File: src/rtl/fetch_pkg.sv
// Shared state encoding and constants for the instruction-fetch stage.
package fetch_pkg;

   typedef enum logic [1:0] {
      FETCH     = 2'd0,
      WAIT_FULL = 2'd1,
      DRAIN     = 2'd2
   } fetch_state_e;

   localparam int          INSTR_W          = 32;
   localparam logic [31:0] PC_INCR          = 32'd4;
   localparam logic [31:0] DEFAULT_RESET_PC = 32'h0000_0000;

   function automatic logic [31:0] pc_inc(input logic [31:0] pc);
      return pc + PC_INCR;
   endfunction

endpackage

File: src/rtl/fetch_skid_buf.sv
// One-entry {instr, PC} holding buffer that absorbs a fetched word while IF/ID is stalled.
module fetch_skid_buf
   import fetch_pkg::*;
(
   input  logic               i_clk,
   input  logic               i_rst,
   input  logic               i_load,
   input  logic               i_drop,
   input  logic [INSTR_W-1:0] i_instr,
   input  logic [31:0]        i_pc,
   output logic [INSTR_W-1:0] o_instr,
   output logic [31:0]        o_pc,
   output logic               o_full
);

   logic [INSTR_W-1:0] r_instr;
   logic [31:0]        r_pc;
   logic               r_full;

   // Entry storage; a drop only clears the full flag, the stale payload is never observed
   always_ff @(posedge i_clk) begin
      if (i_rst) begin
         r_instr <= {INSTR_W{1'b0}};
         r_pc    <= 32'd0;
         r_full  <= 1'b0;
      end else if (i_load) begin
         r_instr <= i_instr;
         r_pc    <= i_pc;
         r_full  <= 1'b1;
      end else if (i_drop) begin
         r_full  <= 1'b0;
      end
   end

   assign o_instr = r_instr;
   assign o_pc    = r_pc;
   assign o_full  = r_full;

endmodule

File: src/rtl/pc_fetch_stage.sv
// Fetch stage: PC register, imem req/ready FSM, skid buffer and IF/ID register.
// Optional fetch/flush event counters are built when PC_FETCH_PERF_CNT_EN is defined.
module pc_fetch_stage
   import fetch_pkg::*;
#(
   parameter logic [31:0] RESET_PC = DEFAULT_RESET_PC
) (
   input  logic               i_clk,
   input  logic               i_rst,
   input  logic [31:0]        i_nextPC,
   input  logic               i_jumpTaken,
   input  logic               i_stall,
   output logic [31:0]        o_pcPlusFour,
   output logic [31:0]        o_PC,
   output logic               o_imemReq,
   output logic [31:0]        o_imemAddr,
   input  logic               i_imemReady,
   input  logic [INSTR_W-1:0] i_imemData,
   output logic [INSTR_W-1:0] o_instr,
   output logic [31:0]        o_instrPC,
   output logic               o_instrValid
`ifdef PC_FETCH_PERF_CNT_EN
   ,
   output logic [31:0]        o_fetchCount,
   output logic [31:0]        o_flushCount
`endif
);

   fetch_state_e       r_state;
   fetch_state_e       w_state_nxt;
   logic [31:0]        r_pc;
   logic [31:0]        w_pc_nxt;
   logic [31:0]        r_pend_pc;
   logic [31:0]        w_pend_nxt;
   logic [INSTR_W-1:0] r_instr;
   logic [INSTR_W-1:0] w_ifid_instr;
   logic [INSTR_W-1:0] w_skid_instr;
   logic [31:0]        r_instr_pc;
   logic [31:0]        w_ifid_pc;
   logic [31:0]        w_skid_pc;
   logic               r_instr_valid;
   logic               w_ifid_load;
   logic               w_ifid_clear;
   logic               w_skid_load;
   logic               w_skid_drop;
   logic               w_skid_full;
   logic               w_imem_req;
   logic               w_handshake;

   assign w_imem_req  = !i_rst && (r_state != WAIT_FULL);
   assign w_handshake = w_imem_req && i_imemReady;

   fetch_skid_buf u_skid (
      .i_clk   (i_clk),
      .i_rst   (i_rst),
      .i_load  (w_skid_load),
      .i_drop  (w_skid_drop),
      .i_instr (i_imemData),
      .i_pc    (r_pc),
      .o_instr (w_skid_instr),
      .o_pc    (w_skid_pc),
      .o_full  (w_skid_full)
   );

   // Next-state and datapath control; jumpTaken outranks stall in every state
   always_comb begin
      w_state_nxt  = r_state;
      w_pc_nxt     = r_pc;
      w_pend_nxt   = r_pend_pc;
      w_ifid_load  = 1'b0;
      w_ifid_clear = 1'b0;
      w_ifid_instr = i_imemData;
      w_ifid_pc    = r_pc;
      w_skid_load  = 1'b0;
      w_skid_drop  = 1'b0;
      case (r_state)
         FETCH: begin
            if (i_jumpTaken) begin
               w_ifid_clear = 1'b1;
               if (w_handshake) begin
                  w_pc_nxt = i_nextPC;
               end else begin
                  w_pend_nxt  = i_nextPC;
                  w_state_nxt = DRAIN;
               end
            end else if (w_handshake) begin
               w_pc_nxt = i_nextPC;
               if (i_stall) begin
                  w_skid_load = 1'b1;
                  w_state_nxt = WAIT_FULL;
               end else begin
                  w_ifid_load = 1'b1;
               end
            end else if (!i_stall) begin
               w_ifid_clear = 1'b1;
            end else begin
               w_ifid_clear = 1'b0;
            end
         end
         WAIT_FULL: begin
            w_ifid_instr = w_skid_instr;
            w_ifid_pc    = w_skid_pc;
            if (i_jumpTaken) begin
               w_skid_drop  = 1'b1;
               w_ifid_clear = 1'b1;
               w_pc_nxt     = i_nextPC;
               w_state_nxt  = FETCH;
            end else if (!i_stall && w_skid_full) begin
               w_skid_drop = 1'b1;
               w_ifid_load = 1'b1;
               w_state_nxt = FETCH;
            end else begin
               w_skid_drop = 1'b0;
            end
         end
         DRAIN: begin
            // The old request is still in flight at r_pc; the newest redirect target wins
            w_ifid_clear = 1'b1;
            if (w_handshake) begin
               w_pc_nxt    = i_jumpTaken ? i_nextPC : r_pend_pc;
               w_state_nxt = FETCH;
            end else if (i_jumpTaken) begin
               w_pend_nxt = i_nextPC;
            end else begin
               w_pend_nxt = r_pend_pc;
            end
         end
         default: begin
            w_state_nxt = FETCH;
         end
      endcase
   end

   // FSM state register
   always_ff @(posedge i_clk) begin
      if (i_rst) begin
         r_state <= FETCH;
      end else begin
         r_state <= w_state_nxt;
      end
   end

   // PC, pending redirect target and IF/ID register
   always_ff @(posedge i_clk) begin
      if (i_rst) begin
         r_pc          <= RESET_PC;
         r_pend_pc     <= 32'd0;
         r_instr       <= {INSTR_W{1'b0}};
         r_instr_pc    <= 32'd0;
         r_instr_valid <= 1'b0;
      end else begin
         r_pc      <= w_pc_nxt;
         r_pend_pc <= w_pend_nxt;
         if (w_ifid_load) begin
            r_instr       <= w_ifid_instr;
            r_instr_pc    <= w_ifid_pc;
            r_instr_valid <= 1'b1;
         end else if (w_ifid_clear) begin
            r_instr_valid <= 1'b0;
         end
      end
   end

   assign o_pcPlusFour = pc_inc(r_pc);
   assign o_PC         = r_pc;
   assign o_imemReq    = w_imem_req;
   assign o_imemAddr   = r_pc;
   assign o_instr      = r_instr;
   assign o_instrPC    = r_instr_pc;
   assign o_instrValid = r_instr_valid;

`ifdef PC_FETCH_PERF_CNT_EN
   logic [31:0] r_fetch_cnt;
   logic [31:0] r_flush_cnt;

   // Event counters, wrapping silently at 2^32
   always_ff @(posedge i_clk) begin
      if (i_rst) begin
         r_fetch_cnt <= 32'd0;
         r_flush_cnt <= 32'd0;
      end else begin
         if (w_ifid_load) begin
            r_fetch_cnt <= r_fetch_cnt + 32'd1;
         end
         if (i_jumpTaken) begin
            r_flush_cnt <= r_flush_cnt + 32'd1;
         end
      end
   end

   assign o_fetchCount = r_fetch_cnt;
   assign o_flushCount = r_flush_cnt;
`endif

endmodule

File: config.mk
export PLATFORM = sky130hd
export DESIGN_NAME = pc_fetch_stage
export DESIGN_NICKNAME = d
export VERILOG_FILES = /design/src/rtl/fetch_pkg.sv /design/src/rtl/fetch_skid_buf.sv /design/src/rtl/pc_fetch_stage.sv
export SDC_FILE = /design/constraint.sdc
export NUM_CORES = 1
export LEC_CHECK = 0
export BUFFER_PORTS_ARGS = -buffer_cell sky130_fd_sc_hd__buf_2
export CAP_MARGIN = 20
export CORE_ASPECT_RATIO = 0.8
export CORE_MARGIN = 4
export CORE_UTILIZATION = 35
export CTS_CLUSTER_SIZE = 8
export DETAILED_ROUTE_END_ITERATION = 8
export GPL_TIMING_DRIVEN = 0
export RECOVER_POWER = 25
export SYNTH_ARGS = -nofsm -noshare
export SYNTH_HDL_FRONTEND = slang
export SYNTH_SLANG_ARGS = --single-unit
File: constraint.sdc
create_clock -name i_clk -period 1.95 [get_ports i_clk]
set_clock_uncertainty 0.05 [all_clocks]
set_input_delay 0.195 -clock i_clk [delete_from_list [all_inputs] [get_ports i_clk]]
set_output_delay 0.195 -clock i_clk [all_outputs]
set_load 0.005 [all_outputs]
## Word-level counts from Yosys, hierarchy flattened

Index checks and enable logic that the tools add are counted.

| word-level totals | value |
|---|---|
| register bits after elaboration | 196 |
| bits in latches | 0 |
| memory bits (writable) | 0 |
| ROM bits | 0 |
| bits of input ports | 69 |
| logic and storage cells | 75 |
| memories | 0 |

| operators by class | value |
|---|---|
| add/sub/neg operators | 1 |
| $mul | 0 |
| div/mod/pow operators | 0 |
| order comparisons | 0 |
| eq/ne operators | 13 |
| shift-type cells | 0 |
| mux-type cells | 39 |
| bitwise logic cells | 0 |
| reductions and logical operators | 13 |

Operators with widths:

| cell | count |
|---|---|
| 2-to-1 mux 32 bit | 9 |
| one-hot mux 32 bit (3 select lines) | 1 |
| one-hot mux 32 bit (2 select lines) | 1 |
| adder 32 x 3 -> 32 bit (second input constant) | 1 |
| 2-to-1 mux 1 bit | 18 |
| 2-to-1 mux 2 bit | 7 |
| inequality test 2 bit (second input constant) | 6 |
| inequality test 3 bit (second input constant) | 4 |
| AND reduction 4 bit | 2 |
| one-hot mux 2 bit (3 select lines) | 1 |
| nonzero test 2 bit | 3 |
| AND reduction 5 bit | 1 |
| logical AND 1 bit | 3 |
| one-hot mux 1 bit (3 select lines) | 1 |
| nonzero test 3 bit | 1 |
| == test 2 x 1 -> 1 bit (second input constant) | 1 |
| == test 2 bit (second input constant) | 1 |
| zero test 1 bit | 2 |
| zero test 2 bit | 1 |
| inequality test 2 x 1 -> 1 bit (second input constant) | 1 |
| one-hot mux 1 bit (2 select lines) | 1 |

## Logic depth before layout (Yosys ltp)

| logic depth | value |
|---|---|
| word-level depth | 8 |
| mapped depth | 7 |
| depth with buffers taken out | 5 |

## Modules after synthesis

Synthesis repeated with hierarchy kept, for this count alone.

| unflattened totals | value |
|---|---|
| cell total of the unflattened synthesis | 928 |
| area, all modules | 8,692.1 um^2 |

Modules (own cells, without submodules):

| module | times used | cells an instance | area an instance (um^2) | sequential area each (um^2) |
|---|---|---|---|---|
| pc_fetch_stage | 1 | 718 | 6,347.3 | 2,622.5 |
| fetch_skid_buf | 1 | 210 | 2,344.7 | 1,301.2 |

## Worst setup path before layout

OpenSTA, ideal clock, no wires.

| timing path | value |
|---|---|
| path type | flip-flop to output port |
| start point | register r_pc[4], in the netlist o_PC[4] |
| end point | output port o_pcPlusFour[28] |
| arrival | 1.815 ns |
| setup slack | -0.110 ns |
| cell stages (with the launch flop) | 7 |
| buffers on the path | 2 |
| cells stage by stage | dfxtp_1 -> clkbuf_1 -> nand4_1 -> or3_1 -> clkbuf_1 -> nor4_1 -> xor2_1 |

| between the ends | value |
|---|---|
| cells in the longest elaborated chain, start to end | 1 |

Ends and longest elaborated chain:

| what | RTL line | text |
|---|---|---|
| start, declared | pc_fetch_stage.sv:31 | `logic [31:0] r_pc;` |
| start signal, assigned | pc_fetch_stage.sv:152 | `r_pc <= w_pc_nxt;` |
| adder 32 x 3 -> 32 bit | fetch_pkg.sv:15 | `return pc + PC_INCR;` |
| end, declared | pc_fetch_stage.sv:13 | `output logic [31:0] o_pcPlusFour,` |

Every way passes these cells.

## Worst setup path after layout

| timing path | value |
|---|---|
| start point | register r_pc[10], in the netlist o_PC[10] |
| end point | output port o_pcPlusFour[16] |

Same word-level chain as after synthesis.

==> out/qor.yml <==
timing:
  timing.hold.ws_ns: 0.156
  tightest_slew_ns: 0.737
  finalSetupTns_ns: -12.04
  hold_violations: 0
  fmax_ghz: 0.414
  fin_crit_ns: 2.42
  setup_viol: 75
  rsz0062_at_grt: "true"
  period_share_pct: 124
  fin_ws_ns: -0.465
  slew-limit-headroom_pct: 50.9
  final-max-slew-violation-count: 0
cts:
  clk_pin_slew_worst_paths_ns: 0.08
  insertion_delay_ns: 0.44
  cts_buffers: 17
  cts.sinks: 196
  clock_path_buffers: 2
  cts_tree: "yes"
  h-tree-depth: 4
  cts-root-buf: "clkbuf_16"
critical_path:
  endpoint_kind: "primary output"
  cp.required_ns: 1.70
  worst-setup-path-type: "reg2out"
  worstPathArrival_ns: 2.17
  critPathLaunchType: "flip-flop"
  crit_path_max_fanout: 5
drt:
  first_pass_iters: 7
  drt-total-wl_um: 31300
  drt_iter0_markers: 582
  drc: 0
  vias_per_cell: 5.03
  ant_nets: 0
  via_count: 8908
  post_drt_wl_per_cell_um: 17.7
place:
  place_inst: 1619
  hpwlAfterDp_um: 20700
  placed_cell_area_sq_um: 10000
  portBuffers: 230
  gp_congestion: 0.805
  place_ws_ns: -0.692
logic_synthesis:
  synth_xor_area_share_pct: 2.89
  synthMostInstantiatedCell: "nand2_1"
  syn_nets: 1146
  synth_cell_types: 33
  postSynthAreaPerCell_sq_um: 7.89
  synth_area_leaders: "dfxtp_1, nand2_1, a311oi_1"
  synth_area_leader_cell: "dfxtp_1"
  synth_fa_ha_area_share_pct: 0.147
  muxShareOfSynthArea_pct: 3.77
  synth_top_area_share_pct: 46.2
  yosys_warnings: 0
  seq_area_frac_synth_pct: 46.2
  synthArstFlopShare_pct: 0
  yosys.area_share.simple_pct: 22.7
  synthesis.area_sq_um: 8490
  netlist_instances: 1076
  synth-seq-cells: 196
  synth_top_family_by_area: "simple AND/OR/NAND/NOR gates"
  synth_compound_area_share_pct: 16.0
  ys.flop_type: "dfxtp_1"
  netlist_top_cells_count: "nand2_1, dfxtp_1, nor2_1, a21oi_1, clkbuf_1"
  synth_enable_flop_cells: 0
die:
  start_util_pct: 35.9
  std_cell_rows: 50
  num_io_pins: 231
  coreArea_sq_um: 23600
  die_w_um: 182
  die_h_um: 147
  die-area_sq_um: 26800
pwr:
  ir_drop_v: 0.000543
  p_leak_uw: 0.00514
  power_density_nw_per_um2: 719
status:
  outcome: "finished with violations"
  violations: "negative setup slack"
cells_and_area:
  syn_to_final_growth_pct: 49.1
  nFillCells: 2287
  final_nets: 1515
  postLayoutCellArea_sq_um: 12700
  drive_above_1_share_pct: 34.0
  fin_cells: 1770
min_path:
  hp-class: "in2reg"
global_route:
  gr-usage-all-layers_pct: 22.1
  grt_pass1_vias: 8336
  antenna_found_initial: 1
  overflow: 0
  grt_max_degree: 19
  grt_pass1_wl_um: 47300
job:
  maxCapViolCount: 0
==> report_power, final <==
group / internal [uW] / switching, uW
clock network: 1710 / 1700
logic: 668 / 686
registers: 4160 / 180
==> stage by stage <==
stage	util [%]	power, uW
2_1_floorplan	-	4960
5_1_grt	53.5	9470
3_3_place_gp	42.4	5460
4_1_cts	52.7	9120
3_5_place_dp	42.5	5480
6_report	53.5	9100
==> placed cells by master, fill, tap and decap left out, types with 4 or more instances in the layout <==
master,instances
nand2_1,326
buf_2,196
dfxtp_1,173
a21oi_1,101
buf_4,81
clkbuf_1,70
dlygate4sd3_1,65
nor2_1,55
a311oi_1,43
nor2_2,35
a211oi_1,32
mux2i_1,31
clkbuf_16,20
a311oi_2,20
xnor2_1,18
clkbuf_2,18
buf_6,17
nor2_4,13
dfxtp_4,12
nand3_1,11
buf_8,11
dfxtp_2,11
nand4_1,10
buf_12,8
xor2_1,6
inv_1,5
clkbuf_4,5
nor4_4,4
xnor2_2,4
and3_1,4
clkinv_4,4
==> registers in the layout, indices dropped and copies added, names as in the netlist <==
name            count
o_instr            32
u_skid.o_pc        32
o_instrValid        1
u_skid.o_instr     32
o_PC               32
o_instrPC          32
r_pend_pc          32
u_skid.o_full       1
r_state             2
==> logic make-up after synthesis <==
| logic type | count (synthesis) |
|---|---|
| and+or+nand+nor | 482 |
| AOI/OAI and AO/OA | 202 |
| DFF | 196 |
| buffers and inverters | 135 |
| muxes | 32 |
| xor gates and xnor gates | 28 |
| adders and majority gates | 1 |
==> repair_timing <==
action	CTS	global route
setup endpoints to repair	197	157
gates resized for setup	187	96
hold buffers	65	0
cloned	8	2
hold endpoints to repair	95	0
pin swaps	73	33
buffers inserted	49	17
==> worst paths after layout <==
| kind | endpoint | slack [ns] | startpoint | cells past startpoint |
|---|---|---|---|---|
| worst max-delay path | o_pcPlusFour[16] | -0.47 | o_PC[10] | 6 |
| worst min-delay path | r_state[1] | 0.16 | i_jumpTaken | 3 |
| worst max register to register | o_instr[1] | -0.17 | r_state[0] | 8 |
| worst min register to register | u_skid.o_pc[23] | 0.40 | u_skid.o_pc[23] | 2 |
==> worst max-delay path, stage by stage (launching register included) <==
cell and delay (ns):
dfxtp_4 0.38, nand4_1 0.21, or3_4 0.54, buf_6 0.15
nor3_4 0.15, xor2_1 0.16, buf_2 0.13
==> layer usage <==
metal	wire, um	up-vias	GRT usage, %
li1	-	4341	-
met3	2090	41	5.05
met2	13900	300	34.4
met4	452	0	4.84
met1	14800	4226	31.4
met5	0	-	0
==> final cells by class <==
type | count | area, sq um | area share (%)
clock inverter | 13 | 123 | 0.969
multi-input combinational | 745 | 4410 | 34.8
sequential | 196 | 3980 | 31.5
timing repair buffer | 362 | 2460 | 19.5
inverter | 7 | 28.8 | 0.227
buffer | 116 | 820 | 6.48
clock buffer | 18 | 439 | 3.47
antenna | 1 | 2.50 | 0.0198
tap | 312 | 390 | 3.09
Note: power is estimated with default switching activity, not from simulation.
